## config.mk

```make
export PLATFORM = sky130hd
export DESIGN_NAME = spi_flash_reader
export DESIGN_NICKNAME = d
export VERILOG_FILES = /design/src/rtl/spi_flash_pkg.sv /design/src/rtl/spi_sck_gen.sv /design/src/rtl/spi_flash_reader.sv
export SDC_FILE = /design/constraint.sdc
export NUM_CORES = 1
export LEC_CHECK = 0
export ABC_CLOCK_PERIOD_IN_PS = 4100
export CAP_MARGIN = 25
export CELL_PAD_IN_SITES_DETAIL_PLACEMENT = 1
export CELL_PAD_IN_SITES_GLOBAL_PLACEMENT = 1
export CORE_MARGIN = 3
export CORE_UTILIZATION = 47
export CTS_BUF_LIST = sky130_fd_sc_hd__clkbuf_4 sky130_fd_sc_hd__clkbuf_8
export DETAILED_ROUTE_END_ITERATION = 16
export PLACE_DENSITY_LB_ADDON = 0.1
export SKIP_CTS_REPAIR_TIMING = 1
export SLEW_MARGIN = 10
export SYNTH_ARGS = -nofsm -noshare
export SYNTH_HDL_FRONTEND = slang
export SYNTH_SLANG_ARGS = --single-unit
```

## constraint.sdc

```tcl
create_clock -name clk -period 4.1 [get_ports clk]
set_input_delay 0.82 -clock clk [delete_from_list [all_inputs] [get_ports clk]]
set_output_delay 0.82 -clock clk [all_outputs]
set_load 0.005 [all_outputs]
```

## src/rtl/spi_flash_pkg.sv

```systemverilog
// Shared definitions for the SPI flash reader.
// Provides the READ opcode, per-phase bit counts, the controller state type and
// a byte-order helper for assembling the read word.
package spi_flash_pkg;

  localparam logic [7:0] CMD_READ = 8'h03;

  localparam int unsigned CMD_BITS   = 8;
  localparam int unsigned ADDR_BITS  = 24;
  localparam int unsigned DATA_BITS  = 32;
  localparam int unsigned TOTAL_BITS = CMD_BITS + ADDR_BITS + DATA_BITS;

  typedef enum logic [2:0] {
    IDLE,
    CMD,
    ADDR,
    DATA,
    GAP
  } state_t;

  // The receive shifter holds the first byte in its top bits; the first byte
  // read belongs in the lowest byte lane of the output word.
  function automatic logic [31:0] pack_bytes(input logic [31:0] rx);
    return {rx[7:0], rx[15:8], rx[23:16], rx[31:24]};
  endfunction

endpackage

```

## src/rtl/spi_sck_gen.sv

```systemverilog
// SPI mode-0 serial clock generator.
// Divides clk so that SCK toggles every CLK_DIV cycles while enabled.
// rise/fall are one-cycle strobes asserted in the cycle whose closing clk edge
// drives SCK high/low, so logic using them acts on the same edge as SCK.
// Ports:
//   clk  - system clock
//   rst  - synchronous active-high reset
//   en   - run the divider; when low SCK is parked low and the counter cleared
//   sck  - registered serial clock
//   rise - SCK goes high at the next clk edge
//   fall - SCK goes low at the next clk edge
module spi_sck_gen #(
  parameter int unsigned CLK_DIV = 4
) (
  input  logic clk,
  input  logic rst,
  input  logic en,
  output logic sck,
  output logic rise,
  output logic fall
);

  localparam int unsigned CW = $clog2(CLK_DIV);
  localparam logic [CW-1:0] LAST = CW'(CLK_DIV - 1);

  logic [CW-1:0] cnt;
  logic          at_last;

  assign at_last = en && (cnt == LAST);
  assign rise    = at_last && !sck;
  assign fall    = at_last && sck;

  always_ff @(posedge clk) begin
    if (rst || !en) begin
      cnt <= '0;
      sck <= 1'b0;
    end else if (at_last) begin
      cnt <= '0;
      sck <= ~sck;
    end else begin
      cnt <= cnt + CW'(1);
    end
  end

endmodule

```

## src/rtl/spi_flash_reader.sv

```systemverilog
// SPI flash reader: issues READ (0x03) + 24-bit address and returns 32 bits.
// A one-entry address buffer lets one request queue behind a running
// transaction. Results are held until acknowledged; no new transaction starts
// while a result is pending. SPI_SS stays high for at least CS_GAP cycles
// between transactions.
// Ports:
//   clk, rst          - system clock, synchronous active-high reset
//   SPI_SCK/SS/MOSI   - flash clock (mode 0), chip select (active low), data out
//   SPI_MISO          - flash data in
//   addr_buffer_free  - address buffer empty; addr_en is accepted
//   addr_en/addr_data - one-cycle request strobe and 24-bit byte address
//   rd_data_available - rd_data valid, held until rd_ack
//   rd_ack            - consumer releases rd_data
//   rd_data           - bytes addr..addr+3 in lanes [7:0]..[31:24]
module spi_flash_reader
  import spi_flash_pkg::*;
#(
  parameter int unsigned CLK_DIV = 4,
  parameter int unsigned CS_GAP  = 8
) (
  input  logic        clk,
  input  logic        rst,
  output logic        SPI_SCK,
  output logic        SPI_SS,
  output logic        SPI_MOSI,
  input  logic        SPI_MISO,
  output logic        addr_buffer_free,
  input  logic        addr_en,
  input  logic [23:0] addr_data,
  output logic        rd_data_available,
  input  logic        rd_ack,
  output logic [31:0] rd_data
);

  localparam int unsigned BW = $clog2(TOTAL_BITS + 1);
  localparam int unsigned GW = $clog2(CS_GAP + 1);
  // Counts CS_GAP-1 down to 0, so GAP lasts exactly CS_GAP cycles.
  localparam logic [GW-1:0] GAP_LOAD = GW'(CS_GAP - 1);

  state_t        state;
  logic [23:0]   buf_addr;
  logic [31:0]   tx_sh;
  logic [31:0]   rx_sh;
  logic [BW-1:0] bit_cnt;
  logic [GW-1:0] gap_cnt;
  logic          sck_en;
  logic          sck_rise;
  logic          sck_fall;

  assign sck_en = (state == CMD) || (state == ADDR) || (state == DATA);

  spi_sck_gen #(
    .CLK_DIV(CLK_DIV)
  ) u_sck_gen (
    .clk  (clk),
    .rst  (rst),
    .en   (sck_en),
    .sck  (SPI_SCK),
    .rise (sck_rise),
    .fall (sck_fall)
  );

  always_ff @(posedge clk) begin
    if (rst) begin
      state             <= GAP;
      gap_cnt           <= GAP_LOAD;
      SPI_SS            <= 1'b1;
      SPI_MOSI          <= 1'b0;
      addr_buffer_free  <= 1'b1;
      buf_addr          <= '0;
      tx_sh             <= '0;
      rx_sh             <= '0;
      bit_cnt           <= '0;
      rd_data_available <= 1'b0;
      rd_data           <= '0;
    end else begin
      if (addr_en && addr_buffer_free) begin
        buf_addr         <= addr_data;
        addr_buffer_free <= 1'b0;
      end
      if (rd_ack && rd_data_available) begin
        rd_data_available <= 1'b0;
      end
      // Strobes only fire while the divider runs, i.e. in CMD/ADDR/DATA.
      if (sck_rise) begin
        bit_cnt <= bit_cnt + BW'(1);
      end
      if (sck_fall) begin
        tx_sh    <= {tx_sh[30:0], 1'b0};
        SPI_MOSI <= tx_sh[30];
      end

      unique case (state)
        IDLE: begin
          if (!addr_buffer_free && !rd_data_available) begin
            state            <= CMD;
            SPI_SS           <= 1'b0;
            tx_sh            <= {CMD_READ, buf_addr};
            SPI_MOSI         <= CMD_READ[7];
            addr_buffer_free <= 1'b1;
            bit_cnt          <= '0;
          end
        end
        CMD: begin
          if (sck_rise && bit_cnt == BW'(CMD_BITS - 1)) begin
            state <= ADDR;
          end
        end
        ADDR: begin
          if (sck_rise && bit_cnt == BW'(CMD_BITS + ADDR_BITS - 1)) begin
            state <= DATA;
          end
        end
        DATA: begin
          if (sck_rise) begin
            rx_sh <= {rx_sh[30:0], SPI_MISO};
          end
          // Falling edge after the final rising edge closes the transaction.
          if (sck_fall && bit_cnt == BW'(TOTAL_BITS)) begin
            state             <= GAP;
            gap_cnt           <= GAP_LOAD;
            SPI_SS            <= 1'b1;
            SPI_MOSI          <= 1'b0;
            rd_data           <= pack_bytes(rx_sh);
            rd_data_available <= 1'b1;
          end
        end
        GAP: begin
          if (gap_cnt == '0) begin
            state <= IDLE;
          end else begin
            gap_cnt <= gap_cnt - GW'(1);
          end
        end
        default: begin
          state   <= GAP;
          gap_cnt <= GAP_LOAD;
          SPI_SS  <= 1'b1;
        end
      endcase
    end
  end

endmodule

```

==> summary.txt <==
Setup path
  • Slowest CP cell: or4_2
  • CP Buf/Inv Count: 0
  • Worst r2r src: state[2]
  • Slowest stage delay, CP: 1.23 ns
  • Req. time, crit path: 4.41 ns
  • Nature of the critical path endpoint: flip-flop
  • Reg-to-Reg End: bit_cnt[6]
  • Reg2Reg Depth: 3
  • WP data arrival: 2.87 ns
  • CP top delay family: simple AND/OR/NAND/NOR gates
  • Critical Path Start Type: flip-flop
  • Setup CP Type: flip-flop to flip-flop
  • R2R Setup Slk: 1.54 ns
  • Crit-path cells: or4_2, nand2b_1, nor2_1
  • CP Max Fanout: 50

Status
  • Outcome: finished, final reports clean

Finish
  • Layout fillers: 1424
  • Nets: 757
  • Fin cells: 878
  • Util after Layout: 0.571
  • Layout cell share with drive strength beyond 1: 0.0830
  • Area Overhead vs Synth: 16.6%
  • # diodes: 0

Pwr
  • Tot Pwr: 2.45 mW
  • Lkg Pwr: 2.18 nW
  • Pwr dens: 368 mW/mm^2
  • Peak VDD IR: 0.233 mV

Place
  • DP Cell Count: 847
  • Dpl hpwl: 9410 um
  • # port buffers: 65
  • Gpl congestion: 0.811

GRT
  • Total track usage: 0.237
  • Antenna violations before repair: 0
  • Largest net degree at the start of global routing: 78
  • GRT overflow: 0
  • First-pass GRT wire length: 25300 um
  • Vias in the first global route: 5258

Yosys
  • Yosys top cell by area: dfxtp_1
  • Top-count cell post-synth: nand2_1
  • Post-synthesis cell type count: 45
  • Net Count, Synth: 728
  • Ranking of synthesized cells by area: dfxtp_1 (49%), nand2_1 (12%), a21oi_1 (8.6%), o31ai_1 (4.5%), nand4_1 (3.6%)
  • Most instantiated cells after synthesis: nand2_1 (185), dfxtp_1 (140), a21oi_1 (98), nor2_1 (37), clkbuf_1 (35)
  • Synth warn: 0
  • Post-synth EDFFs: 0
  • Seq cells post-synth: 140
  • Area fraction of the dominant cell type after synthesis: 0.491
  • Post-Syn Area per Cell: 8.21 um^2
  • FFs w/ async S/R, synth: 0
  • Post-synthesis sequential area ratio: 0.491
  • Synth Instances: 695
  • Ys flop type: dfxtp_1
  • Synthesized area: 0.00571 mm^2

Worst hold path
  • Worst Hold Endpoint: u_sck_gen.cnt[0]
  • WHS Path Cells: 1
  • Hold crit path type: flip-flop to flip-flop
  • Hold Startpoint: u_sck_gen.cnt[0]

Floorplanning
  • # rows: 39
  • Area of the core: 0.0117 mm^2
  • I/O Pins: 66
  • Starting Density: 0.489
  • Die Ht: 116 um
  • Die W: 116 um
  • Die area: 0.0135 mm^2

Route
  • DRC Markers: 0
  • DR vias: 5064
  • Vias per inst: 5.77
  • DR pass1 iterations: 4
  • DR iter-0 viols: 354
  • ANT nets after route: 0
  • WL per Instance: 17.2 um
  • Routed wire length: 15100 um

Clocking
  • Root Driver: clkbuf_8
  • Clock slew at reported path FFs: 0.07 ns
  • TritonCTS Buffers: 17
  • Clk sinks: 140
  • CTS tree: done
  • Clk_lat worst skew: 0.45 ns
  • H-tree Lvls: 4
  • Clock Tree Buf Depth: 2

Timing
  • Fin. max-slew vios: 0
  • Min cycle time layout: 2.56 ns
  • Hold slack: 0.433 ns
  • Final Hold Fails: 0
  • Fin Setup TNS: 0 ns
  • Setup Skew: 0.0101 ns
  • Fin crit share: 0.623
  • Final setup viols: 0
  • Relative slew slack: 0.366
  • Max Fclk: 391 MHz
  • Unrepaired setup endpoints after global routing: false
  • Worst-margin pin slew: 0.951 ns

Job
  • Max-Cap Viols: 0
-- placed cells by master, fill, tap and decap left out, types with 2 or more instances in the layout --
cell / Yosys / layout
clkbuf_8: 0 / 20
clkinv_2: 0 / 8
o32ai_1: 2 / 2
mux2i_1: 2 / 2
nand4_1: 33 / 33
nor2_2: 1 / 2
inv_1: 10 / 10
a21o_1: 2 / 2
nand2_1: 185 / 185
nor3_1: 4 / 3
xnor2_1: 7 / 7
nor4_1: 5 / 5
nor2_1: 37 / 36
a31oi_1: 4 / 4
nor3b_1: 2 / 2
a311oi_2: 8 / 8
nand2b_1: 3 / 3
o311ai_1: 2 / 2
ha_1: 4 / 4
clkdlybuf4s50_1: 0 / 64
dfxtp_1: 140 / 140
nand3_1: 8 / 8
a21oi_1: 98 / 98
or2_2: 2 / 2
buf_4: 1 / 11
a311oi_1: 15 / 15
o31ai_1: 34 / 34
o21ai_0: 3 / 3
-- state kept, by name, indices dropped and copies added, names as in the netlist, 2 cells and up --
name	flops
bit_cnt	7
buf_addr	24
gap_cnt	4
rd_data	32
rx_sh	32
state	3
tx_sh	31
u_sck_gen.cnt	2
-- stage by stage --
step	instance area (um^2)	setup WS, ns
final	6660	1.54
after detailed placement	6310	1.53
after floorplan	5710	2.35
after global placement	6310	1.66
after global routing	6660	1.34
after CTS	6640	1.51
-- power by group --
group          total (mW)  internal [mW]  leakage [nW]  switching (mW)
logic              0.0995         0.0433         0.869          0.0562
registers            1.39           1.38          1.13          0.0126
clock network       0.960          0.456         0.180           0.503
-- cells by family after synthesis --
family,Yosys count,synth area share
DFF,140,0.491
adders and majority gates,4,0.00877
and+or+nand+nor,290,0.221
muxes,3,0.00548
AOI/OAI and AO/OA,175,0.203
xor gates and xnor gates,7,0.0107
buffers and inverters,76,0.0609
-- routing by layer --
metal / track usage / wire length [um]
met5: 0 / 0
met1: 0.274 / 6450
met2: 0.423 / 7850
met4: 0.101 / 321
met3: 0.0487 / 445
-- how the worst max path moves through the flow --
stage	slack, ns	start	endpoint	depth (start not counted)
floorplan	2.35	rst	buf_addr[10]	4
global placement	1.66	state[2]	bit_cnt[2]	3
detailed placement	1.53	state[2]	tx_sh[30]	3
CTS	1.51	state[2]	bit_cnt[6]	3
global route	1.34	state[1]	rd_data[20]	5
finish	1.54	state[2]	bit_cnt[6]	3
-- layout make-up --
class,count,area [um^2],area share
Sequential cell,140,2800,0.421
Timing Repair Buffer,76,738,0.111
Multi-Input combinational cell,479,2570,0.386
Tap cell,143,179,0.0269
Inverter,10,37.5,0.00564
Clock inverter,9,47.5,0.00714
Clock buffer,21,283,0.0425
Power figures use the tool's default switching activity.
